===== src/rtl/cu_pkg.sv =====
// Shared types and constants for the CU instruction issuer.
// Instruction field layout and FSM state encoding.
package cu_pkg;

    localparam int INSTR_W = 48;
    localparam int DATA_W  = 128;

    localparam logic [INSTR_W-1:0] NOP = '0;

    typedef struct packed {
        logic [2:0] opcode;
        logic [2:0] dst;
        logic [2:0] src;
        logic [8:0] opa;
        logic [8:0] opb;
        logic [8:0] opc;
        logic [8:0] opd;
        logic [2:0] rsvd;
    } cu_instr_t;

    typedef enum logic [1:0] {
        IDLE,
        ISSUE,
        WAIT,
        DONE
    } cu_state_t;

endpackage


===== src/rtl/sync_fifo.sv =====
// Synchronous FIFO with extra-MSB pointers for full/empty decode.
// A write while full is accepted only when a pop frees a slot on the same edge.
module sync_fifo #(
    parameter int WIDTH = 48,
    parameter int DEPTH = 8
) (
    input  logic             clk,
    input  logic             rst,
    input  logic             wr_en,
    input  logic [WIDTH-1:0] wr_data,
    input  logic             rd_en,
    output logic [WIDTH-1:0] rd_data,
    output logic             full,
    output logic             empty,
    output logic             overflow
);
    localparam int AW = $clog2(DEPTH);

    logic [WIDTH-1:0] mem [DEPTH];
    logic [AW:0]      wr_ptr;
    logic [AW:0]      rd_ptr;
    logic             do_rd;
    logic             do_wr;

    assign empty = (wr_ptr == rd_ptr);
    assign full  = (wr_ptr[AW] != rd_ptr[AW]) &&
                   (wr_ptr[AW-1:0] == rd_ptr[AW-1:0]);

    assign do_rd    = rd_en && !empty;
    assign do_wr    = wr_en && (!full || do_rd);
    assign overflow = wr_en && full && !do_rd;
    assign rd_data  = mem[rd_ptr[AW-1:0]];

    always_ff @(posedge clk or posedge rst) begin
        if (rst) begin
            wr_ptr <= '0;
            rd_ptr <= '0;
        end else begin
            if (do_wr) wr_ptr <= wr_ptr + 1'b1;
            if (do_rd) rd_ptr <= rd_ptr + 1'b1;
        end
    end

    always_ff @(posedge clk) begin
        if (do_wr) mem[wr_ptr[AW-1:0]] <= wr_data;
    end

endmodule


===== src/rtl/cu_instr_issuer.sv =====
// Issues queued instructions to the CU one at a time and captures
// the CU register bus a fixed number of cycles after each issue.
module cu_instr_issuer #(
    parameter int DEPTH          = 8,
    parameter int RESULT_LATENCY = 1,
    parameter int INSTR_W        = 48,
    parameter int DATA_W         = 128
) (
    input  logic               CLK,
    input  logic               RST,
    input  logic               WR_EN,
    input  logic [INSTR_W-1:0] WR_DATA,
    output logic               FULL,
    output logic               EMPTY,
    input  logic               RUN,
    output logic [INSTR_W-1:0] INSTRUCTION,
    output logic               INSTR_VALID,
    input  logic [DATA_W-1:0]  REGISTER_OUTPUT_DATA_BUS,
    output logic [DATA_W-1:0]  RESULT,
    output logic               RESULT_VALID,
    output logic               BUSY,
    output logic [7:0]         ISSUE_COUNT,
    output logic               ERR_OVERFLOW
);
    import cu_pkg::*;

    localparam int CW = (RESULT_LATENCY > 1) ? $clog2(RESULT_LATENCY) : 1;
    localparam logic [CW-1:0] WAIT_LOAD = CW'(RESULT_LATENCY - 1);

    cu_state_t          state;
    logic [CW-1:0]      wait_cnt;
    logic [INSTR_W-1:0] head;
    logic               pop;
    logic               overflow;

    assign pop  = (state == IDLE) && RUN && !EMPTY;
    assign BUSY = (state != IDLE);

    sync_fifo #(
        .WIDTH (INSTR_W),
        .DEPTH (DEPTH)
    ) u_fifo (
        .clk      (CLK),
        .rst      (RST),
        .wr_en    (WR_EN),
        .wr_data  (WR_DATA),
        .rd_en    (pop),
        .rd_data  (head),
        .full     (FULL),
        .empty    (EMPTY),
        .overflow (overflow)
    );

    always_ff @(posedge CLK or posedge RST) begin
        if (RST) begin
            state        <= IDLE;
            wait_cnt     <= '0;
            INSTRUCTION  <= INSTR_W'(NOP);
            INSTR_VALID  <= 1'b0;
            RESULT       <= '0;
            RESULT_VALID <= 1'b0;
            ISSUE_COUNT  <= '0;
            ERR_OVERFLOW <= 1'b0;
        end else begin
            INSTR_VALID  <= 1'b0;
            RESULT_VALID <= 1'b0;
            if (overflow) ERR_OVERFLOW <= 1'b1;
            unique case (state)
                IDLE: begin
                    if (pop) begin
                        INSTRUCTION <= head;
                        INSTR_VALID <= 1'b1;
                        state       <= ISSUE;
                    end
                end
                ISSUE: begin
                    wait_cnt <= WAIT_LOAD;
                    state    <= WAIT;
                end
                WAIT: begin
                    // capture on the last held cycle, then drop to NOP
                    if (wait_cnt == '0) begin
                        RESULT       <= REGISTER_OUTPUT_DATA_BUS;
                        ISSUE_COUNT  <= ISSUE_COUNT + 8'd1;
                        INSTRUCTION  <= INSTR_W'(NOP);
                        RESULT_VALID <= 1'b1;
                        state        <= DONE;
                    end else begin
                        wait_cnt <= wait_cnt - 1'b1;
                    end
                end
                DONE: state <= IDLE;
                default: state <= IDLE;
            endcase
        end
    end

endmodule


===== config.mk =====
export PLATFORM = sky130hd
export DESIGN_NAME = cu_instr_issuer
export DESIGN_NICKNAME = d
export VERILOG_FILES = /design/src/rtl/cu_pkg.sv /design/src/rtl/sync_fifo.sv /design/src/rtl/cu_instr_issuer.sv
export SDC_FILE = /design/constraint.sdc
export NUM_CORES = 1
export LEC_CHECK = 0
export CAP_MARGIN = 0
export CORE_MARGIN = 3
export CORE_UTILIZATION = 55
export CTS_CLUSTER_SIZE = 25
export DETAILED_ROUTE_END_ITERATION = 10
export HOLD_SLACK_MARGIN = 0.08
export PLACE_DENSITY = 0.82
export SKIP_LAST_GASP = 1
export SLEW_MARGIN = 20
export SYNTH_ARGS = -nofsm -noshare
export SYNTH_HDL_FRONTEND = slang
export SYNTH_SLANG_ARGS = --single-unit

===== constraint.sdc =====
create_clock -name CLK -period 11.4 [get_ports CLK]
set_clock_uncertainty 0.2 [all_clocks]
set_input_delay 2.28 -clock CLK [delete_from_list [all_inputs] [get_ports CLK]]
set_output_delay 2.28 -clock CLK [all_outputs]
set_load 0.01 [all_outputs]

==> summary.md <==
| Metric | Value |
|---|---|
| Dpl cell area | `~26,000 sq um` |
| Synth area leader | `edfxtp_1` |
| Layout cells sized above 1 | `0.269` |
| VDD IR-drop max | `between 150 and 200 uV` |
| Cell Area, Synth | `approximately 22,000 sq um` |
| Leak pwr | `0.00995 uW` |
| Yosys cell types | `31` |
| Post-synthesis instance total | `1,032` |
| Max-Cap Viols | `0` |
| Initial Util | `0.561` |
| Synth Flop Type | `edfxtp_1` |
| GRT overflow | `0` |
| H-tree Lvls | `2` |
| Via count | `about 12,000` |
| DR DRC count | `0` |
| Fin crit share | `0.477` |
| Combinational Power Share | `0.349` |
| Post-synth top area share | `0.527` |
| Final TNS setup | `0 ns` |
| Root Driver | `clkbuf_16` |
| Hold Crit Start | `ISSUE_COUNT[7]` |
| Site Rows | `72` |
| RR Startpoint | `u_fifo.rd_ptr[0]` |
| Total Routed Length | `between 50,000 and 60,000 microns` |
| Reg-to-Reg End | `u_fifo.mem[5][22]` |
| Largest cells by area after synthesis | `edfxtp_1, dfrtp_1, mux4_2` |
| Clock latency on the worst-skew pair | `~0.60 ns` |
| Clk pin slew, worst setup/hold paths | `about 0.06 ns` |
| Number of port buffers | `369` |
| Buffers & Inverters on Critical Path | `2` |
| CP endpoint kind | `primary output` |
| Post-CTS sizing | `0` |
| Initial antenna violation count | `5` |
| DR pass1 iterations | `8` |
| Cell area after layout | `~28,000 sq um` |
| Pins Over Slew Limit | `0` |
| Die X | `approximately 200 microns` |
| CTS tree | `done` |
| FF+latch count, synth | `roughly 580` |
| Crit path required time | `between 8 and 9 ns` |
| Vias in the first global route | `approximately 12,000` |
| Critical Path AT | `~3.0 ns` |
| Sequential area share after synthesis | `0.753` |
| Most common cell in the netlist | `edfxtp_1` |
| Routed wire per std cell | `~27 microns` |
| CP Launch Type | `flip-flop` |
| Hold Crit Class | `flip-flop to flip-flop` |
| Sequential Power Share | `0.410` |
| Syn. warnings | `0` |
| Synth async-reset ratio | `0.339` |
| Critical path type | `flip-flop to primary output` |
| First-pass GRT wire length | `between 70,000 and 80,000 microns` |
| Placer Congestion | `approximately 0.83` |
| Longest Clk Path Bufs | `3` |
| F_max | `0.184 GHz` |
| Cell family with most CP delay | `buffers and inverters` |
| Reg2Reg Setup Slack | `about 8.2 ns` |
| Clock share of power | `0.242` |
| Synthesis-to-finish area growth | `27.9%` |
| GR Util All Layers | `0.254` |
| WHS Endpoint | `ISSUE_COUNT[7]` |
| Cell Pwr Density | `about 270 nW/um^2` |
| Clk sink count | `approximately 580` |
| Internal power | `between 5000 and 6000 uW` |
| CTS buffer count | `55` |
| Hold buffers post-CTS | `0` |
| Normalized max-slew margin | `0.267` |
| RSZ-0062 raised after global routing | `false` |
| Critical Path Slowest Stage Cell | `clkdlybuf4s50_1` |
| WHS Path Cells | `1` |
| R2R cell count | `6` |
| Count of final setup violators | `0` |
| Max FO, Critical Path | `53` |
| # IOs | `370` |
| Psw | `~2300 uW` |
| Iteration-0 DRC Markers | `849` |
| Critical path cell sequence | `buf_4 > xor2_1 > nor4_2 > clkdlybuf4s50_1` |
| Area of the core | `39,000 sq um` |
| Nets | `1,606` |
| Dpl hpwl | `around 33,000 microns` |
| Crit path depth | `4` |
| Pin count of the biggest net entering global routing | `between 100 and 150` |
| CP max stage delay | `between 0.7 and 0.8 ns` |
| Switching share of power | `0.299` |
| Routed Antenna Nets | `0` |
| EDFF count, synth | `384` |
| Post-CTS Setup Bufs | `0` |
| Final hold vios | `0` |
| Die height | `about 210 microns` |
| Via density | `roughly 5.8` |
| Outcome | `finished, final reports clean` |
| Syn Nets | `roughly 1,200` |
| Avg Inst Size Synth | `~21 sq um` |
| Slew @ Worst Pin | `approximately 1.1 ns` |
| Die area | `~42,000 sq um` |
| Synth cell count leaders | `edfxtp_1, dfrtp_1, mux2_2` |
| Min cycle time layout | `5.43 ns` |
[per-layer routing]
metal	GRT usage	wire length (microns)	vias to the layer above	part of all wire
met4	0.109	2370	2	0.044
met1	0.311	19500	6060	0.37
met5	0	13	-	0.00024
met3	0.0596	4230	117	0.079
li1	-	-	4892	-
met2	0.436	27300	496	0.51
[through the flow]
step           std cells  setup WS, ns  hold slack (ns)  utilization  power [uW]
6_report            1987          5.97            0.276        0.717        7580
3_5_place_dp        1881          6.54            0.265        0.670        5800
2_1_floorplan       1032          3.44            0.298            -        4640
4_1_cts             1985          5.88            0.273        0.717        7660
3_3_place_gp        1881          6.62            0.264        0.670        5710
5_1_grt             1987          5.80            0.293        0.717        7910
[kinds of logic (layout without fill, tap and decap cells)]
logic type / after synthesis / in the layout / share of synthesized area
buffers and inverters: 64 / 499 / 0.0149
AO/OA/AOI/OAI: 55 / 55 / 0.0219
other: 0 / 2 / 0
multiplexers: 277 / 277 / 0.192
adder cells (fa/ha/maj): 6 / 6 / 0.00343
flip-flops: 581 / 581 / 0.753
AND/OR/NAND/NOR: 28 / 28 / 0.00664
XOR/XNOR: 21 / 21 / 0.00841
[cell usage in the layout (no fill, tap or decap), types with 8 or more instances in the layout]
cell type          n
a22o_1            48
clkbuf_16         56
buf_4             18
clkinv_2          12
mux2_2           180
dfrtp_1          194
xor2_1             9
clkdlybuf4s50_1  369
xnor2_1           12
edfxtp_1         384
clkbuf_1          14
clkinv_1           8
mux4_2            96
[worst max-delay path by stage]
stage	startpoint	to	slack, ns
6_report	u_fifo.rd_ptr[0]	EMPTY	5.97
3_5_place_dp	u_fifo.rd_ptr[0]	EMPTY	6.54
3_3_place_gp	u_fifo.rd_ptr[0]	FULL	6.62
4_1_cts	u_fifo.rd_ptr[0]	EMPTY	5.88
2_1_floorplan	RUN	u_fifo.mem[1][0]	3.44
5_1_grt	u_fifo.rd_ptr[0]	EMPTY	5.80
[worst reg2reg max path, stage by stage, from the launching register on]
cell and delay (ns):
dfrtp_2 0.34, buf_4 0.66, xnor2_1 0.24, nand4_1 0.21, o21ai_2 0.21, nor3_2 0.20
buf_4 0.70
[cell type report]
type | instances | area (sq um)
multi-input combinational | 387 | 5160
clock buffer | 74 | 1510
timing repair buffer | 387 | 3830
antenna | 2 | 5.00
clock inverter | 30 | 310
tap | 518 | 648
sequential | 581 | 16500
inverter | 8 | 37.5
fill | 2294 | 11000
[power by group through the flow]
stage	clock, uW	combinational (uW)	sequential (uW)
6_report	1830	2640	3110
5_1_grt	1940	2810	3160
4_1_cts	1860	2680	3110
3_5_place_dp	0	2660	3140
3_3_place_gp	0	2610	3100
2_1_floorplan	0	1460	3180
[state kept, by name, summed over array words and instances, names as in the netlist]
signal / count
u_fifo.wr_ptr: 4
ISSUE_COUNT: 8
ERR_OVERFLOW: 1
state: 2
u_fifo.rd_ptr: 4
RESULT_VALID: 1
INSTRUCTION: 48
INSTR_VALID: 1
u_fifo.mem: 384
RESULT: 128
(Power assumes the default switching activity.)
